===== config.mk =====
export PLATFORM = sky130hd
export DESIGN_NAME = bin2bcd_seq_flat
export DESIGN_NICKNAME = d
export VERILOG_FILES = /design/src/rtl/bin2bcd_pkg.sv /design/src/rtl/bin2bcd_if.sv /design/src/rtl/bcd_digit_adj.sv /design/src/rtl/bin2bcd_seq.sv /design/src/flat_wrapper.sv
export SDC_FILE = /design/constraint.sdc
export NUM_CORES = 1
export LEC_CHECK = 0
export BUFFER_PORTS_ARGS = -buffer_cell sky130_fd_sc_hd__buf_2
export CORE_MARGIN = 5
export CORE_UTILIZATION = 30
export CTS_CLUSTER_DIAMETER = 150
export DETAILED_ROUTE_END_ITERATION = 8
export PLACE_DENSITY = 0.45
export SYNTH_ARGS = -nofsm -noshare
export SYNTH_HDL_FRONTEND = slang
export SYNTH_SLANG_ARGS = --single-unit

===== constraint.sdc =====
create_clock -name clk -period 2.5 [get_ports clk]
set_clock_uncertainty 0.1 [all_clocks]
set_input_delay 0.125 -clock clk [delete_from_list [all_inputs] [get_ports clk]]
set_output_delay 0.125 -clock clk [all_outputs]
set_load 0.02 [all_outputs]

===== src/rtl/bin2bcd_pkg.sv =====
// rtl/bin2bcd_pkg.sv - shared types and constants for the sequential binary-to-BCD converter
package bin2bcd_pkg;

    localparam int BIN2BCD_BIN_W  = 18;
    localparam int BIN2BCD_DIGITS = 6;

    typedef enum logic [1:0] {
        ST_IDLE = 2'd0,
        ST_OP   = 2'd1,
        ST_DONE = 2'd2
    } state_e;

    // Counter must hold BIN_W itself, hence the +1.
    function automatic int cnt_width(input int bin_w);
        return $clog2(bin_w + 1);
    endfunction

    localparam int BIN2BCD_CNT_W = cnt_width(BIN2BCD_BIN_W);

endpackage


===== src/rtl/bin2bcd_if.sv =====
// rtl/bin2bcd_if.sv - start/ready/done_tick handshake bundle; optional blank lane under BIN2BCD_BLANK_EN
interface bin2bcd_if
    import bin2bcd_pkg::*;
#(
    parameter int BIN_W  = BIN2BCD_BIN_W,
    parameter int DIGITS = BIN2BCD_DIGITS
);

    logic                  start;
    logic [BIN_W-1:0]      bin;
    logic [4*DIGITS-1:0]   bcd;
    logic                  ready;
    logic                  done_tick;

`ifdef BIN2BCD_BLANK_EN
    logic [DIGITS-1:0]     blank;

    modport master (
        output start, bin,
        input  bcd, ready, done_tick, blank
    );

    modport slave (
        input  start, bin,
        output bcd, ready, done_tick, blank
    );
`else
    modport master (
        output start, bin,
        input  bcd, ready, done_tick
    );

    modport slave (
        input  start, bin,
        output bcd, ready, done_tick
    );
`endif

endinterface


===== src/rtl/bcd_digit_adj.sv =====
// rtl/bcd_digit_adj.sv - one BCD digit pre-shift correction (add 3 when the digit is 5 or more)
module bcd_digit_adj (
    input  logic [3:0] digit_i,
    output logic [3:0] digit_o
);

    // Largest input reachable in a valid conversion is 9, so 9+3=12 fits in 4 bits.
    assign digit_o = (digit_i >= 4'd5) ? (digit_i + 4'd3) : digit_i;

endmodule


===== src/rtl/bin2bcd_seq.sv =====
// rtl/bin2bcd_seq.sv - double-dabble converter, one shift per clock; BIN2BCD_BLANK_EN adds leading-zero blanking
module bin2bcd_seq
    import bin2bcd_pkg::*;
#(
    parameter int BIN_W  = BIN2BCD_BIN_W,
    parameter int DIGITS = BIN2BCD_DIGITS
) (
    input  logic      clk,
    input  logic      rst,
    bin2bcd_if.slave  bus
);

    localparam int CNT_W = cnt_width(BIN_W);
    localparam int BCD_W = 4 * DIGITS;

    state_e             state_q, state_d;
    logic [CNT_W-1:0]   cnt_q, cnt_d;
    logic [BIN_W-1:0]   bin_sr_q, bin_sr_d;
    logic [BCD_W-1:0]   work_q, work_d;
    logic [BCD_W-1:0]   work_adj;
    logic [BCD_W-1:0]   bcd_q, bcd_d;
    logic               last_shift;
    logic               ready;
    logic               done_tick;

    assign last_shift = (state_q == ST_OP) && (cnt_q <= CNT_W'(1));

    for (genvar g = 0; g < DIGITS; g++) begin : g_adj
        bcd_digit_adj u_adj (
            .digit_i (work_q[4*g +: 4]),
            .digit_o (work_adj[4*g +: 4])
        );
    end

    always_ff @(posedge clk) begin
        if (rst) begin
            state_q <= ST_IDLE;
        end else begin
            state_q <= state_d;
        end
    end

    always_comb begin
        state_d = state_q;
        case (state_q)
            ST_IDLE: if (bus.start) state_d = ST_OP;
            ST_OP:   if (last_shift) state_d = ST_DONE;
            ST_DONE: state_d = ST_IDLE;
            default: state_d = ST_IDLE;
        endcase
    end

    always_comb begin
        ready     = 1'b0;
        done_tick = 1'b0;
        case (state_q)
            ST_IDLE: ready     = 1'b1;
            ST_DONE: done_tick = 1'b1;
            default: ;
        endcase
    end

    // The bit leaving the top digit is rotated into the binary LSB; it is always 0 for
    // a legal BIN_W/DIGITS pair and never reaches the BCD side within BIN_W shifts.
    always_comb begin
        cnt_d    = cnt_q;
        bin_sr_d = bin_sr_q;
        work_d   = work_q;
        bcd_d    = bcd_q;
        case (state_q)
            ST_IDLE: begin
                if (bus.start) begin
                    bin_sr_d = bus.bin;
                    work_d   = '0;
                    cnt_d    = CNT_W'(BIN_W);
                end
            end
            ST_OP: begin
                work_d   = {work_adj[BCD_W-2:0], bin_sr_q[BIN_W-1]};
                bin_sr_d = {bin_sr_q[BIN_W-2:0], work_adj[BCD_W-1]};
                if (cnt_q != '0) cnt_d = cnt_q - CNT_W'(1);
                if (last_shift) bcd_d = work_d;
            end
            default: ;
        endcase
    end

    always_ff @(posedge clk) begin
        if (rst) begin
            cnt_q    <= '0;
            bin_sr_q <= '0;
            work_q   <= '0;
            bcd_q    <= '0;
        end else begin
            cnt_q    <= cnt_d;
            bin_sr_q <= bin_sr_d;
            work_q   <= work_d;
            bcd_q    <= bcd_d;
        end
    end

    assign bus.bcd       = bcd_q;
    assign bus.ready     = ready;
    assign bus.done_tick = done_tick;

`ifdef BIN2BCD_BLANK_EN
    logic [DIGITS-1:0] blank_q, blank_d, blank_next;

    // Walk from the most significant digit down; a digit blanks while everything above it is zero.
    always_comb begin
        logic hi_zero;
        hi_zero    = 1'b1;
        blank_next = '0;
        for (int k = DIGITS - 1; k >= 0; k--) begin
            hi_zero       = hi_zero && (work_d[4*k +: 4] == 4'd0);
            blank_next[k] = hi_zero;
        end
        blank_next[0] = 1'b0;
    end

    always_comb begin
        blank_d = blank_q;
        if (last_shift) blank_d = blank_next;
    end

    always_ff @(posedge clk) begin
        if (rst) begin
            blank_q <= {{(DIGITS-1){1'b1}}, 1'b0};
        end else begin
            blank_q <= blank_d;
        end
    end

    assign bus.blank = blank_q;
`endif

endmodule

===== src/flat_wrapper.sv =====
// flat-port wrapper written by rule: the top's interface ports become plain ports
module bin2bcd_seq_flat import bin2bcd_pkg::*;
#(
    parameter int BIN_W  = BIN2BCD_BIN_W,
    parameter int DIGITS = BIN2BCD_DIGITS
)
  (clk, rst, bus_start, bus_bin, bus_bcd, bus_ready, bus_done_tick);
  bin2bcd_if #(.BIN_W(BIN_W), .DIGITS(DIGITS)) bus_i ();
  input  logic clk;
  input  logic rst;
  input wire logic [$bits(bus_i.start)-1:0] bus_start;
  input wire logic [$bits(bus_i.bin)-1:0] bus_bin;
  output wire logic [$bits(bus_i.bcd)-1:0] bus_bcd;
  output wire logic [$bits(bus_i.ready)-1:0] bus_ready;
  output wire logic [$bits(bus_i.done_tick)-1:0] bus_done_tick;
  assign bus_i.start = bus_start;
  assign bus_i.bin = bus_bin;
  assign bus_bcd = bus_i.bcd;
  assign bus_ready = bus_i.ready;
  assign bus_done_tick = bus_i.done_tick;
  bin2bcd_seq #(.BIN_W(BIN_W), .DIGITS(DIGITS)) u_core (.clk(clk), .rst(rst), .bus(bus_i));
endmodule

Word level (Yosys, flattened, before mapping)
Cells that the tools add are included.
Cells by class
  $add $sub $neg: 7
  multiply operators: 0
  div/mod/pow operators: 0
  $lt $le $gt $ge: 7
  eq/ne operators: 5
  shifts and indexed selects: 0
  multiplexer cells: 18
  bitwise logic cells: 0
  reductions and logical operators: 8
Operators by type and width (count)
  24-bit one-hot mux with 2 select lines: 1
  18-bit one-hot mux with 2 select lines: 1
  4-bit by 2-bit adder with 4-bit output (second input constant): 6
  4-bit by 3-bit greater-or-equal comparator with 1-bit output (second input constant): 6
  24-bit 2-to-1 mux: 1
  4-bit 2-to-1 mux: 6
  18-bit 2-to-1 mux: 1
  5-bit 2-to-1 mux: 2
  5-bit one-hot mux with 2 select lines: 1
  2-bit AND reduction: 3
  5-bit by 1-bit less-or-equal comparator with 1-bit output (second input constant): 1
  5-bit nonzero test: 1
  5-bit by 1-bit subtractor with 5-bit output (second input constant): 1
  2-bit 2-to-1 mux: 2
  2-bit inequality test (second input constant): 2
  2-bit one-hot mux with 2 select lines: 1
  3-bit AND reduction: 1
  2-bit by 1-bit equality test with 1-bit output (second input constant): 1
  2-bit equality test (second input constant): 1
  2-bit logical NOT: 1
  1-bit 2-to-1 mux: 2
  2-bit by 1-bit inequality test with 1-bit output (second input constant): 1
  2-bit nonzero test: 1
  1-bit logical AND: 1
Storage, ports and cells
  register bits: 73
  latch bits: 0
  memory bits (writable): 0
  memory bits (read-only): 0
  output and inout port bits: 26
  word-level logic and storage cells: 50
  memories kept: 0

Logic depth before layout (Yosys ltp)
Gate-level depths: netlist of run 1.
  word-level depth: 4
  mapped depth: 8
  mapped depth without buffers: 6

Cells and area by module
A second synthesis of run 1 with hierarchy kept.
Unflattened totals
  cells, all modules: 400
  area total of the unflattened synthesis: 3682.3 sq um
Modules (own cells, without submodules)
  bin2bcd_seq: times used 1, cells each 304, area each 3074.2 sq um, sequential area each 1461.4 sq um
  bcd_digit_adj: times used 6, cells each 16, area each 101.3 sq um, sequential area each 0.0 sq um

Least setup slack after synthesis of run 1
No wires, ideal clock.
  kind: reg-to-reg
  start: register u_core.cnt_q[1]
  end: register u_core.bcd_q[13] (netlist: u_core.bus.bcd[13])
  arrival time: 1.544 ns
  required time: 2.313 ns
  slack: 0.768 ns
  cell stages (with the launch flop): 9
  path buffers: 2
  path through: dfxtp_1 -> inv_1 -> ha_1 -> o21ba_2 -> buf_2 -> or2_0 -> clkbuf_1 -> o211ai_1 -> o31ai_1
On the way
  word-level cells in the longest chain between the ends: 3
RTL lines
  start: declaration: line bin2bcd_seq.sv:17  | logic [CNT_W-1:0] cnt_q, cnt_d;
  start signal: assignment: line bin2bcd_seq.sv:95  | cnt_q <= cnt_d;
  5-bit by 1-bit less-or-equal comparator with 1-bit output: line bin2bcd_seq.sv:26  | assign last_shift = (state_q == ST_OP) && (cnt_q <= CNT_W'(1));
  1-bit logical AND: line bin2bcd_seq.sv:26
  2-bit AND reduction (no line)
  end signal: assignment: line bin2bcd_seq.sv:93  | bcd_q <= '0;
  end signal: assignment: line bin2bcd_seq.sv:98  | bcd_q <= bcd_d;
  end: declaration: line bin2bcd_seq.sv:21  | logic [BCD_W-1:0] bcd_q, bcd_d;
Every way passes these cells.
A chain may end at the register's enable or synchronous reset.

Worst setup path in the final report of run 1
  start: register u_core.cnt_q[0]
  end: register u_core.cnt_q[2]
On the way
  word-level cells in the longest chain between the ends: 3
RTL lines
  5-bit by 1-bit subtractor with 5-bit output / 5-bit nonzero test (equally long branches): line bin2bcd_seq.sv:81  | if (cnt_q != '0) cnt_d = cnt_q - CNT_W'(1);
  5-bit 2-to-1 mux / 2-bit inequality test (equally long branches)
  5-bit one-hot mux with 2 select lines / 3-bit AND reduction (equally long branches)
Parallel ways exist; a longest one is shown, timed or not. The select of a mux whose other input is x is not followed.

==> metrics.md, run 1 <==
| Metric | Value |
|---|---|
| Mapped Cells | `429` |
| Seq cells post-synth | `73` |
| Clock buffer depth | `2` |
| DP Area | `3970 um2` |
| Worst reg2reg setup slack | `0.41 ns` |
| CTS clock-pin slew for the worst setup and hold paths | `0.06 ns` |
| Unrepaired setup endpoints after global routing | `false` |
| Reg2reg end | `u_core.cnt_q[2]` |
| RD Place Congestion | `0.779` |
| Max-slew headroom | `26.2%` |
| Status | `finished, final reports clean` |
| Die width | `120 um` |
| Worst hold path cell count | `3` |
| Synth warn | `0` |
| Drt first pass iters | `4` |
| Seq/Total Area, Yosys | `40.5%` |
| CP required | `2.61 ns` |
| Clock sink count | `73` |
| Share of the synthesized area in the top cell type | `40.5%` |
| Routed wire per std cell | `15.3 um` |
| Worst Hold End | `u_core.bin_sr_q[0]` |
| Total wire length | `9470 um` |
| Mapped Avg Cell Area | `8.40 um2` |
| Hold Crit Class | `in2reg` |
| CTS tree | `done` |
| Detailed-route DRC error count | `0` |
| Async set-reset flop share out of synthesis | `0%` |
| Post-route antenna net violation count | `0` |
| # rows | `40` |
| Vias | `3143` |
| # setup viols final | `0` |
| Largest net degree at the start of global routing | `37` |
| IO buf count | `46` |
| Finished Core Util | `36.1%` |
| Initial antenna violation count | `0` |
| DR iter-0 viols | `204` |
| Final Worst Setup Slack | `0.406 ns` |
| Top-count cell post-synth | `dfxtp_1` |
| Post-layout instance area | `4300 um2` |
| Boundary pin count | `47` |
| Synth area leaders | `dfxtp_1 (41%), a21oi_1 (6.2%), o21ai_0 (5.4%)` |
| Final period util | `83.8%` |
| Net count, final | `503` |
| Reg2reg path depth | `6` |
| Leakage | `0.00173 uW` |
| Startpoint Class | `register` |
| Vias in the first global route | `3113` |
| Via density | `5.07` |
| Tightest Pin Transition | `1.10 ns` |
| Worst VDD drop | `476 uV` |
| Die Footprint | `14300 um2` |
| Initial Util | `30.3%` |
| Tot GR Track Use | `13.7%` |
| EDFF count, synth | `0` |
| Hold Crit Start | `bus_bin[0]` |
| N_diodes | `0` |
| H-tree depth | `3` |
| Resized cells post-CTS | `0` |
| Crit. End Element | `register` |
| Setup bufs post-CTS | `0` |
| TritonCTS Buffers | `9` |
| WS Path Type | `reg2reg` |
| Final Slew Violations | `0` |
| Root Buffer Master | `clkbuf_16` |
| Fraction of layout cells with a size suffix above 1 | `17.1%` |
| CORE AREA | `11900 um2` |
| Crit path max fanout | `5` |
| Hold buffer count at CTS | `0` |
| Layout area overhead | `19.4%` |
| Die Span Y | `120 um` |
| Minimum clock period | `2.09 ns` |
| Pre-CTS setup slack | `0.449 ns` |
| CP Launch Point | `u_core.cnt_q[0]` |
| Crit path arrival time | `2.21 ns` |
| Syn_nets | `464` |
| Dpl hpwl | `6480 um` |
| Max Freq | `477 MHz` |
| Final Hold Vio Count | `0` |
| Leading area contributor after synthesis | `dfxtp_1` |
| Worst skew pair latency | `0.33 ns` |
| Global-route wire length before repair | `15900 um` |
| Pwr Density | `785 nW/um2` |
| Max-cap viol count | `0` |
| Sum Neg Setup Slack | `0 ns` |
| Netlist cell types | `44` |
| Area of the mapped netlist | `3600 um2` |
| Primary FF master, synth | `dfxtp_1` |
| Remaining global-route overflow | `0` |
| Synth cell count leaders | `dfxtp_1 (73), a21oi_1 (45), o21ai_0 (39)` |
| R2r startpoint | `u_core.cnt_q[0]` |
through the flow:
step / hold WS (ns) / cells / total power, uW
after floorplan: 0.248 / 429 / 1770
after global placement: 0.376 / 604 / 1940
after detailed placement: 0.380 / 604 / 1940
after CTS: 0.0284 / 620 / 3430
after global routing: 0.0593 / 620 / 3550
final: 0.0479 / 620 / 3380
how the worst max path moves through the flow:
| stage | end | slack (ns) | cells after the start |
|---|---|---|---|
| 2_1_floorplan | u_core.bus.bcd[13] | 0.77 | 8 |
| 6_report | u_core.cnt_q[2] | 0.41 | 6 |
| 3_3_place_gp | u_core.bus.bcd[17] | 0.50 | 6 |
| 4_1_cts | u_core.bus.bcd[12] | 0.42 | 5 |
| 3_5_place_dp | u_core.bus.bcd[12] | 0.45 | 5 |
| 5_1_grt | u_core.cnt_q[2] | 0.18 | 6 |
cells by family after synthesis:
kind of cell / after synthesis / share of synthesized area [%]
buffers and inverters: 52 / 6.14
multiplexers: 4 / 1.11
XOR/XNOR: 6 / 1.46
adder cells (fa/ha/maj): 14 / 4.86
AND/OR/NAND/NOR: 124 / 17.3
AO/OA/AOI/OAI: 156 / 28.6
flip-flops: 73 / 40.5
metal layers:
layer	vias to the layer above	GRT usage (%)	share of wire [%]
met1	1445	17.4	49
met4	0	4.08	0.94
li1	1633	-	-
met5	-	0	0
met3	7	3.72	4.4
met2	58	22.8	46
worst max-delay path, stage by stage, from the launching register on:
cell	delay, ns
dfxtp_1	0.34
inv_1	0.10
ha_1	0.20
nor4b_1	0.74
a2111oi_0	0.24
a21oi_1	0.18
a211oi_1	0.06
layout by cell type (no fill, tap or decap), drive strengths merged, types with 5 or more instances in the layout:
cell    instances
ha             14
inv            22
nand2          32
o221ai         18
o221a           5
a22o            6
o21ai          39
dfxtp          73
o311a           6
nor3b          13
nor3           11
a21o            6
a21oi          45
nor2           38
nand2b         11
nand3           7
buf            57
a211oi         13
xnor2           6
o211ai          6
clkbuf         11
registers in the layout (all words and copies together) (netlist names):
| signal | cells |
|---|---|
| u_core.bin_sr_q | 18 |
| u_core.bus.bcd | 24 |
| u_core.cnt_q | 5 |
| u_core.state_q | 2 |
| u_core.work_q | 24 |
cell type report:
type / count / area, um2
sequential: 73 / 1460
multi-input combinational: 304 / 1920
inverter: 23 / 86.3
fill: 1268 / 7610
clock inverter: 5 / 104
timing repair buffer: 57 / 313
tap: 147 / 184
clock buffer: 11 / 233
report_power, final:
| part | internal, uW | total [uW] | switching, uW |
|---|---|---|---|
| Combinational | 193 | 585 | 392 |
| Clock | 975 | 1460 | 488 |
| Sequential | 1260 | 1330 | 73.0 |
| Total | 2430 | 3380 | 952 |
(Power assumes the default switching activity.)
==> run 2, diff against run 1 <==
--- a/config.mk
+++ b/config.mk
@@ -5,12 +5,13 @@
 export SDC_FILE = /design/constraint.sdc
 export NUM_CORES = 1
 export LEC_CHECK = 0
+export ABC_AREA = 1
 export BUFFER_PORTS_ARGS = -buffer_cell sky130_fd_sc_hd__buf_2
 export CORE_MARGIN = 5
 export CORE_UTILIZATION = 30
 export CTS_CLUSTER_DIAMETER = 150
 export DETAILED_ROUTE_END_ITERATION = 8
-export PLACE_DENSITY = 0.45
+export PLACE_DENSITY = 0.47
 export SYNTH_ARGS = -nofsm -noshare
 export SYNTH_HDL_FRONTEND = slang
 export SYNTH_SLANG_ARGS = --single-unit
==> constraint.sdc (replaced) <==
create_clock -name clk -period 1.74 [get_ports clk]
set_clock_uncertainty 0.1 [all_clocks]
set_input_delay 0.087 -clock clk [delete_from_list [all_inputs] [get_ports clk]]
set_output_delay 0.087 -clock clk [all_outputs]
set_load 0.02 [all_outputs]
==> run 2 against run 1 <==
First-iteration DRC count shrank 21%. Routed wire length fell by 1.3%. Via count rose by 13%. Core utilization grew 1.7 points. Die area increased by 0.39%. Largest power group unchanged. Critical endpoint is now u_core.bus.bcd[15].
==> metrics.md, run 2 <==
| Metric | Value |
|---|---|
| Status | `finished, final reports clean` |
| RD Place Congestion | `0.759 (-2.6%)` |
| Synth cell count leaders | `nand2_1 (234), dfxtp_1 (73), a21oi_1 (59)` |
| Max-slew headroom | `66.6% (+40 points)` |
| Clock share of power | `42.7% (-0.6 points)` |
| Primary FF master, synth | `dfxtp_1` |
| Tot GR Track Use | `13.7% (-0.030 points)` |
| Synth area leaders | `dfxtp_1 (40%), nand2_1 (24%), a21oi_1 (8.2%)` |
| Largest net degree at the start of global routing | `28 (-24%)` |
| Fraction of layout cells with a size suffix above 1 | `13.3% (-3.8 points)` |
| Unrepaired setup endpoints after global routing | `false` |
| EDFF count, synth | `0 (unchanged)` |
| Die Footprint | `14400 um2 (+0.39%)` |
| Final Slew Violations | `0 (unchanged)` |
| Leading area contributor after synthesis | `dfxtp_1` |
| Reg2reg path depth | `8 (+2)` |
| Flop pwr share | `41.5% (+2.1 points)` |
| Cell-internal power | `3120 uW (+28%)` |
| N_diodes | `0 (unchanged)` |
| Die width | `120 um (+0.19%)` |
| Switching share of power | `27.8% (-0.42 points)` |
| Mapped Avg Cell Area | `6.57 um2 (-22%)` |
| Mapped Cells | `551 (+28%)` |
| CTS tree | `done` |
| Seq cells post-synth | `73 (unchanged)` |
| Async set-reset flop share out of synthesis | `0% (unchanged)` |
| Syn_nets | `586 (+26%)` |
| Combinational Power Share | `15.8% (-1.5 points)` |
| R2r startpoint | `u_core.cnt_q[1]` |
| NetSw | `1200 uW (+26%)` |
| Seq/Total Area, Yosys | `40.4% (-0.17 points)` |
| Clock buffer depth | `2 (unchanged)` |
| Routed wire per std cell | `12.2 um (-20%)` |
| Startpoint Class | `register` |
| Post-route antenna net violation count | `0 (unchanged)` |
| Synth warn | `0 (unchanged)` |
| Max-cap viol count | `0 (unchanged)` |
| CTS clock-pin slew for the worst setup and hold paths | `0.06 ns (about the same)` |
| Worst skew pair latency | `0.34 ns (about the same)` |
| CP required | `1.91 ns (-0.70 ns)` |
| Clock sink count | `73 (unchanged)` |
| Final Hold Vio Count | `0 (unchanged)` |
| IO buf count | `46 (unchanged)` |
| Sum Neg Setup Slack | `0 ns (unchanged)` |
| # setup viols final | `0 (unchanged)` |
| # fillers | `1297 (+2.3%)` |
| H-tree depth | `3 (unchanged)` |
| Minimum clock period | `1.51 ns (-0.586 ns)` |
| Layout area overhead | `24.5%` |
| Crit path max fanout | `21 (+16)` |
| TritonCTS Buffers | `9 (unchanged)` |
| Vias in the first global route | `3296 (+5.9%)` |
| Power, Total | `4320 uW (+28%)` |
| Die Span Y | `120 um (+0.19%)` |
| Initial Util | `30.4% (+0.13 points)` |
| Area of the mapped netlist | `3620 um2 (+0.42%)` |
| Max Freq | `663 MHz (+39%)` |
| Worst Hold End | `u_core.state_q[0]` |
| Netlist cell types | `21 (-52%)` |
| Global-route wire length before repair | `15600 um (-1.7%)` |
| Crit path arrival time | `1.68 ns (-0.53 ns)` |
| Total wire length | `9350 um (-1.3%)` |
| Final period util | `86.7% (+2.9 points)` |
| Detailed-route DRC error count | `0 (unchanged)` |
| Dpl hpwl | `6440 um (-0.72%)` |
| Leakage | `0.00202 uW (+17%)` |
| Share of the synthesized area in the top cell type | `40.4% (-0.17 points)` |
| Hold Crit Class | `in2reg` |
| Most frequent cells in the layout | `nand2_1 (234), dfxtp_1 (73), a21oi_1 (59)` |
| Net count, final | `652 (+30%)` |
| WS Path Type | `reg2reg` |
| CORE AREA | `11900 um2 (unchanged)` |
| Via density | `4.61 (-9.0%)` |
| Top-count cell post-synth | `nand2_1` |
| Setup bufs post-CTS | `0 (unchanged)` |
| Tightest Pin Transition | `0.500 ns (-0.604 ns)` |
| Pwr Density | `958 nW/um2 (+22%)` |
| Worst hold path cell count | `5 (+2)` |
| Reg2reg end | `u_core.bus.bcd[15]` |
| Commonest non-fill, non-tap cell in the layout | `nand2_1` |
| # rows | `40 (unchanged)` |
| Boundary pin count | `47 (unchanged)` |
| Vias | `3547 (+13%)` |
| Hold Crit Start | `bus_start` |
| Crit. End Element | `register` |
| Root Buffer Master | `clkbuf_16` |
| Remaining global-route overflow | `0 (unchanged)` |
| Initial antenna violation count | `0 (unchanged)` |
| Worst VDD drop | `606 uV (+27%)` |
| Drt first pass iters | `4 (unchanged)` |
| DR iter-0 viols | `162 (-21%)` |
| Worst reg2reg setup slack | `0.23 ns (-0.17 ns)` |
run 2: cell types whose count changed after synthesis, moves of 14 or more:
cell	previous run	this run
nand2_1	32	234
inv_1	22	57
o21ai_0	39	5
nand3_1	7	29
o221ai_1	18	0
a21oi_1	45	59
run 2: repair_timing:
item                                    CTS  global route
hold buffers                             18             0
resized for setup                         0             1
endpoints found under the setup margin    0             1
hold endpoints to repair                 18             0
run 2: worst max-delay path by stage:
stage,cells after the start,to,slack (ns),from
after global placement,8,u_core.bus.bcd[13],0.17,u_core.cnt_q[1]
after global routing,8,u_core.bus.bcd[9],0.01,u_core.cnt_q[1]
final,8,u_core.bus.bcd[15],0.23,u_core.cnt_q[1]
after detailed placement,8,u_core.bus.bcd[13],0.14,u_core.cnt_q[1]
after floorplan,9,u_core.bus.bcd[23],0.35,u_core.cnt_q[1]
after CTS,8,u_core.bus.bcd[13],0.13,u_core.cnt_q[1]
run 2: power by group through the flow:
stage               Clock [uW]  Sequential [uW]  Combinational, uW
detailed placement           0             1830                661
global route              1990             1800                771
global placement             0             1830                661
CTS                       1920             1790                693
finish                    1840             1790                680
floorplan                    0             1830                430
run 2: kinds of logic after synthesis:
group / count (synthesis) / synth area share [%]
AOI/OAI and AO/OA: 76 / 11.0
adders and majority gates: 14 / 4.84
buffers and inverters: 81 / 9.16
DFF: 73 / 40.4
and+or+nand+nor: 307 / 34.7
run 2: area by class of cell:
type | instances | area (um2) | share of cell area (%)
Clock buffer | 10 | 239 | 5.30
Inverter | 61 | 231 | 5.14
Multi-Input combinational cell | 397 | 1830 | 40.5
Timing Repair Buffer | 75 | 505 | 11.2
Sequential cell | 73 | 1460 | 32.4
Clock inverter | 6 | 57.6 | 1.28
Tap cell | 147 | 184 | 4.08
run 2: routing by layer:
layer	GRT usage, %	vias up	share of wire [%]
met5	0	-	0
met4	3.87	0	1.1
met3	4.81	7	5.9
met2	22.9	76	46
met1	16.7	1587	47
li1	-	1877	-
run 2: metrics by stage:
step | cells | setup WS [ns] | hold slack [ns] | area, um2 | utilization, %
2_1_floorplan | 551 | 0.348 | 0.153 | 3620 | -
3_3_place_gp | 735 | 0.170 | 0.264 | 4030 | 33.8
3_5_place_dp | 735 | 0.137 | 0.268 | 4030 | 33.8
4_1_cts | 769 | 0.131 | 0.0599 | 4500 | 37.8
5_1_grt | 769 | 0.0120 | 0.0953 | 4510 | 37.8
6_report | 769 | 0.232 | 0.0706 | 4510 | 37.8
run 2: worst max-delay path, stage by stage, from the launching register on:
cell and delay [ns]:
dfxtp_1 0.30, inv_1 0.08, ha_1 0.19, inv_1 0.06, nand2_1 0.08, nand3_4 0.12
buf_4 0.27, nand2_1 0.09, a21oi_1 0.14
